==> src/rtl/rs_syndrome_calc.sv <==
// Serial RS(15,9) syndrome calculator over GF(16): evaluates S1..S6 of a
// received codeword with Horner's rule, one symbol per clock, highest symbol first.
module rs_syndrome_calc #(
   parameter int SYM_W = 4,
   parameter int N     = 15,
   parameter int NSYM  = 6
) (
   input  logic                    clk,
   input  logic                    rst,
   input  logic                    startDecode,
   input  logic [SYM_W*N-1:0]      codeWordVector,
   output logic                    decoderBusy,
   output logic                    syndromeValid,
   output logic [SYM_W*NSYM-1:0]   syndromes,
   output logic                    errorDetected
);

   localparam int CNT_W = $clog2(N);

   typedef enum logic [1:0] {
      IDLE = 2'd0,
      RUN  = 2'd1,
      DONE = 2'd2
   } state_t;

   state_t                          state;
   state_t                          state_next;
   logic [CNT_W-1:0]                count;
   logic [SYM_W*N-1:0]              cw_reg;
   logic [NSYM-1:0][SYM_W-1:0]      acc;
   logic [NSYM-1:0][SYM_W-1:0]      acc_next;
   logic [SYM_W-1:0]                cur_sym;
   logic [SYM_W*NSYM-1:0]           result;
   logic                            err;

   // Multiply by alpha modulo x^4+x+1: shift left, fold x^4 back in as x+1.
   function automatic logic [SYM_W-1:0] mul_alpha(input logic [SYM_W-1:0] x);
      return {x[2:0], 1'b0} ^ {2'b00, x[3], x[3]};
   endfunction

   // Constant power of alpha, unrolled into a fixed XOR network for each j.
   function automatic logic [SYM_W-1:0] mul_alpha_pow(input logic [SYM_W-1:0] x,
                                                      input int j);
      logic [SYM_W-1:0] r;
      r = x;
      for (int k = 0; k < j; k++) r = mul_alpha(r);
      return r;
   endfunction

   assign cur_sym = cw_reg[int'(count)*SYM_W +: SYM_W];

   always_comb begin
      for (int j = 0; j < NSYM; j++) begin
         acc_next[j] = mul_alpha_pow(acc[j], j + 1) ^ cur_sym;
      end
   end

   always_comb begin
      state_next = state;
      case (state)
         IDLE:    if (startDecode) state_next = RUN;
         RUN:     if (count == '0) state_next = DONE;
         DONE:    state_next = IDLE;
         default: state_next = IDLE;
      endcase
   end

   always_ff @(posedge clk) begin
      if (rst) begin
         state  <= IDLE;
         count  <= '0;
         cw_reg <= '0;
         acc    <= '0;
         result <= '0;
         err    <= 1'b0;
      end else begin
         state <= state_next;
         case (state)
            IDLE: begin
               if (startDecode) begin
                  cw_reg <= codeWordVector;
                  acc    <= '0;
                  count  <= CNT_W'(N - 1);
                  result <= '0;
                  err    <= 1'b0;
               end
            end
            RUN: begin
               acc <= acc_next;
               // Publish on the last Horner step so results are ready in DONE.
               if (count == '0) begin
                  result <= acc_next;
                  err    <= |acc_next;
               end else begin
                  count <= count - 1'b1;
               end
            end
            default: ;
         endcase
      end
   end

   assign decoderBusy   = (state == RUN);
   assign syndromeValid = (state == DONE);
   assign syndromes     = result;
   assign errorDetected = err;

endmodule

==> config.mk <==
export PLATFORM = sky130hd
export DESIGN_NAME = rs_syndrome_calc
export DESIGN_NICKNAME = d
export VERILOG_FILES = /design/src/rtl/rs_syndrome_calc.sv
export SDC_FILE = /design/constraint.sdc
export NUM_CORES = 1
export LEC_CHECK = 0
export ABC_AREA = 1
export CAP_MARGIN = 20
export CORE_MARGIN = 5
export CORE_UTILIZATION = 25
export CTS_CLUSTER_DIAMETER = 80
export DETAILED_ROUTE_END_ITERATION = 6
export SLEW_MARGIN = 20
export SYNTH_ARGS = -nofsm -noshare
export SYNTH_HDL_FRONTEND = slang
export SYNTH_SLANG_ARGS = --single-unit
==> constraint.sdc <==
create_clock -name clk -period 4.35 [get_ports clk]
set_input_delay 1.0875 -clock clk [delete_from_list [all_inputs] [get_ports clk]]
set_output_delay 1.0875 -clock clk [all_outputs]
set_load 0.05 [all_outputs]
==> Yosys cells after proc, flatten, opt, wreduce, memory -nomap -nowiden <==
Cells that the tools add are included.
W data, S select, Z words.
{ "word_totals": {"elab_cells": 67, "input_bits": 63, "regBits": 115} }
{ "classes": {"muxes": 13, "n_reduce_logical": 9, "n_bitwise": 27, "n_shift": 1, "add_sub_neg": 1, "eq_ne": 5} }
{ "ops": {"columns": ["op", "n"], "rows": [
  ["$pmux W24 S2", 2],
  ["$xor A4 B2 Y4", 21],
  ["$shiftx A60 B7 Y4", 1],
  ["$mux W24", 2],
  ["$reduce_or A24 Y1", 1],
  ["$xor A4 B4 Y4", 6],
  ["$mux W4", 2],
  ["$pmux W4 S2", 1],
  ["$reduce_and A2 Y1", 3],
  ["$reduce_and A3 Y1", 2],
  ["$logic_not A4 Y1", 1],
  ["$mux W2", 2],
  ["$ne A2 B2 Y1 const B", 2],
  ["$pmux W2 S2", 1],
  ["$sub A4 B1 Y4 const B", 1],
  ["$eq A2 B1 Y1 const B", 1],
  ["$eq A2 B2 Y1 const B", 1],
  ["$logic_not A2 Y1", 1],
  ["$mux W1", 2],
  ["$ne A2 B1 Y1 const B", 1],
  ["$pmux W1 S2", 1],
  ["$reduce_bool A2 Y1", 1]
]} }

==> Longest topological paths before layout <==
{ "logic_depth": {"depth_word": 10, "mapped_depth": 17, "ltp_nobuf": 15} }

==> Worst setup path after synthesis <==
No wires, ideal clock.
{ "synth_path": {"path_kind": "reg2out", "start": "register state[1]", "end": "output decoderBusy", "required_time_ps": 3263, "arrival_ps": 1283, "path_slack_ps": 1980, "n_path_buf": 1, "stages_incl_launch_ff": 3, "cell_sequence": "dfxtp_1 -> nor2_2 -> clkbuf_1"} }
{ "synth_via": {"elab_chain_cells": 1} }
{ "synth_rtl": {"columns": ["element", "line", "rtl"], "rows": [
  ["from (decl)", "26", "state_t state;"],
  ["from (signal assigned)", "77", "state <= state_next;"],
  ["$eq A2 B1 Y1", "103", "assign decoderBusy = (state == RUN);"],
  ["to (decl)", "12", "output logic decoderBusy,"]
]} }
Every way passes these cells.

==> Worst setup path after layout <==
{ "layout_path": {"start": "register state[1]", "end": "output syndromeValid"} }
{ "layout_via": {"elab_chain_cells": 1} }
{ "layout_rtl": {"columns": ["element", "line", "rtl"], "rows": [
  ["$eq A2 B2 Y1", "104", "assign syndromeValid = (state == DONE);"],
  ["to (decl)", "13", "output logic syndromeValid,"]
]} }
Every way passes these cells.

==> impl_metrics.yaml <==
pwr:
  finalPower_w: 0.004123
  leakage_nw: 2.736
  ir_worst_vdd_v: 0.0003571
  cellPowerDensity_nw_per_um2: 588.0
clock_network:
  insertion_delay_ps: 410
  numCtsBuffers: 17
  postCtsHoldBufs: 0
  h-tree-depth: 4
  cts_resized: 0
  cts_num_sinks: 115
  clk_pin_slew_ps: 60
  postCtsSetupRepairBufs: 0
  clockRootBuffer: "clkbuf_16"
  cts_max_path_buffers: 2
  cts_tree: "done"
placed_design:
  placedCellCount: 1083
  placement.io_buffers: 89
  dpl.hpwl_um: 10300
  place.gp.congestion: 0.8307
  place_area_um2: 6401
critical_path:
  crit_arrival_ps: 1900
  cp_max_fo: 4
  required_ps: 3260
  path_class: "reg -> out"
  cp-end-kind: "output pin"
  worstSetupStartpointType: "register"
yosys:
  synthTopCellsByArea: "dfxtp_1 43%, nand2_1 13%, a21oi_1 8.7%"
  synth_cell_types: 33
  seq_area_frac_synth_pct: 43.23
  synth_top_area_share_pct: 43.23
  synth_fp_nets: 820
  syn_inst: 756
  yosysTopAreaCell: "dfxtp_1"
  yosysWarnings: 0
  ys_ff_latch: 115
  synth_area_per_cell_um2: 7.044
  syn_area_um2: 5325
floorplan:
  die_h_um: 155.9
  core_um2: 21020
  rows: 53
  ios: 90
  die_area_um2: 24320
  initial_core_util_pct: 25.33
  die_w_um: 155.9
sta:
  final_max_slew_viol_count: 0
  fmax_ghz: 0.3346
  min_period_ps: 2989
  tightest_slew_ps: 856.7
  maxSlewHeadroom_pct: 42.89
  skew_ps: 7.809
  finalSetupViolCount: 0
  setup-tns-final_ps: 0
  rsz0062_at_grt: "no"
  min_period_over_period_pct: 68.71
  hold_slack_ps: 449.2
  hold_viol: 0
detailed_routing:
  route.detailed.drc: 0
  vias_per_cell: 4.387
  ant_nets: 0
  drt_first_pass_iters: 5
  vias: 4892
  drt_iter0_markers: 358
  wl_per_cell_um: 13.21
  routed_wl_um: 14730
grt:
  grt_max_degree: 105
  antenna_found_initial: 0
  grt.overflow.total: 0
  grtUsageTotal_pct: 11.99
  grt_pass1_wl_um: 23430
  grt_pass1_vias: 4588
finish:
  nNetsFinal: 891
  drive_gt1_share_pct: 7.976
  fin_cells: 1115
  fillers: 2238
  area_growth_pct: 31.67
  design_area_um2: 7012
  diodes: 0
  largest_register_ff_count: 60
flow_run:
  maxCapViolCount: 0
min_path:
  hp-class: "reg -> reg"
status:
  outcome: "complete, no violations"
## metrics by stage
| step | utilization, % | setup slack (ps) |
|---|---|---|
| 4_1_cts | 33.36 | 1327 |
| 3_5_place_dp | 30.45 | 1269 |
| 3_3_place_gp | 30.45 | 1250 |
| 2_1_floorplan | - | 1980 |
| 6_report | 33.36 | 1361 |
| 5_1_grt | 33.36 | 1000 |
## metal layers
layer / part of all wire [%] / track usage [%]
met1: 49 / 16.48
met2: 45 / 18.76
met3: 4.6 / 2.691
met4: 1.4 / 3.710
met5: 0 / 0
## worst max-delay path, stage by stage, from the launching register on
cell,delay (ps)
dfxtp_1,420
inv_1,60
nor2_1,180
clkdlybuf4s50_1,840
## cells in the mapped netlist
cell type and instances:
a21oi_1 93, inv_1 64, dfxtp_1 115, o21ai_0 70, nand3_4 1, a32o_1 1, nand2_1 179, nand3b_1 11
a21oi_4 1, nand3_1 59, nand3_2 8, nor2_4 1, o21ai_1 15, buf_6 2, xnor2_1 12, buf_8 1
buf_1 2, or2_2 1, nor2_1 55, nand2_4 1, buf_4 1, a31oi_2 1, nand2_2 4, nor3_1 1
inv_2 8, nor2_2 1, xor2_1 6, a31oi_1 2, ha_1 1, nand4_1 1, o21ai_2 1, buf_2 12
clkbuf_1 25
## logic make-up (layout without fill, tap and decap cells)
group	after synthesis	in the layout	share of synthesized area [%]
and+or+nand+nor	323	323	26.76
AOI/OAI and AO/OA	184	184	17.86
DFF	115	115	43.23
buffers and inverters	115	199	8.952
xor gates and xnor gates	18	18	2.961
adders and majority gates	1	1	0.2349
## worst paths after layout
path	start	end	slack, ps	depth (start not counted)
worst max-delay path	state[1]	syndromeValid	1360	3
worst max register to register	count[1]	syndromes[2]	1370	11
worst min-delay path	cw_reg[41]	cw_reg[41]	450	2
worst min register to register	cw_reg[41]	cw_reg[41]	450	2
## cell usage in the layout (no fill, tap or decap), drive strengths merged
master         instances
nand2                184
nand4                  1
clkinv                 4
nor3                   1
xnor2                 12
clkbuf                20
ha                     1
a31oi                  3
nand3b                11
bufinv                 3
clkinvlp               3
a32o                   1
o21ai                 86
nor2                  57
nand3                 68
a21oi                 94
xor2                   6
clkdlybuf4s50         89
inv                   74
dfxtp                115
buf                    6
or2                    1
## final cells by class
| cell class | instances | area, µm² | share of cell area (%) |
|---|---|---|---|
| inverters | 72 | 270.3 | 3.854 |
| well taps | 275 | 344.1 | 4.907 |
| multi-input cells | 526 | 2549 | 36.35 |
| clock buffers | 20 | 456.7 | 6.513 |
| clock inverters | 12 | 153.9 | 2.195 |
| repair buffers | 95 | 935.9 | 13.35 |
| flip-flops and latches | 115 | 2302 | 32.83 |
## where the power goes
part / internal [W] / leakage, nW / switching, W
combinational: 0.000452 / 1.50 / 0.000912
sequential: 0.00122 / 0.947 / 0.000109
clock: 0.000931 / 0.293 / 0.000503
No activity file was read; power rests on OpenSTA's default activity.
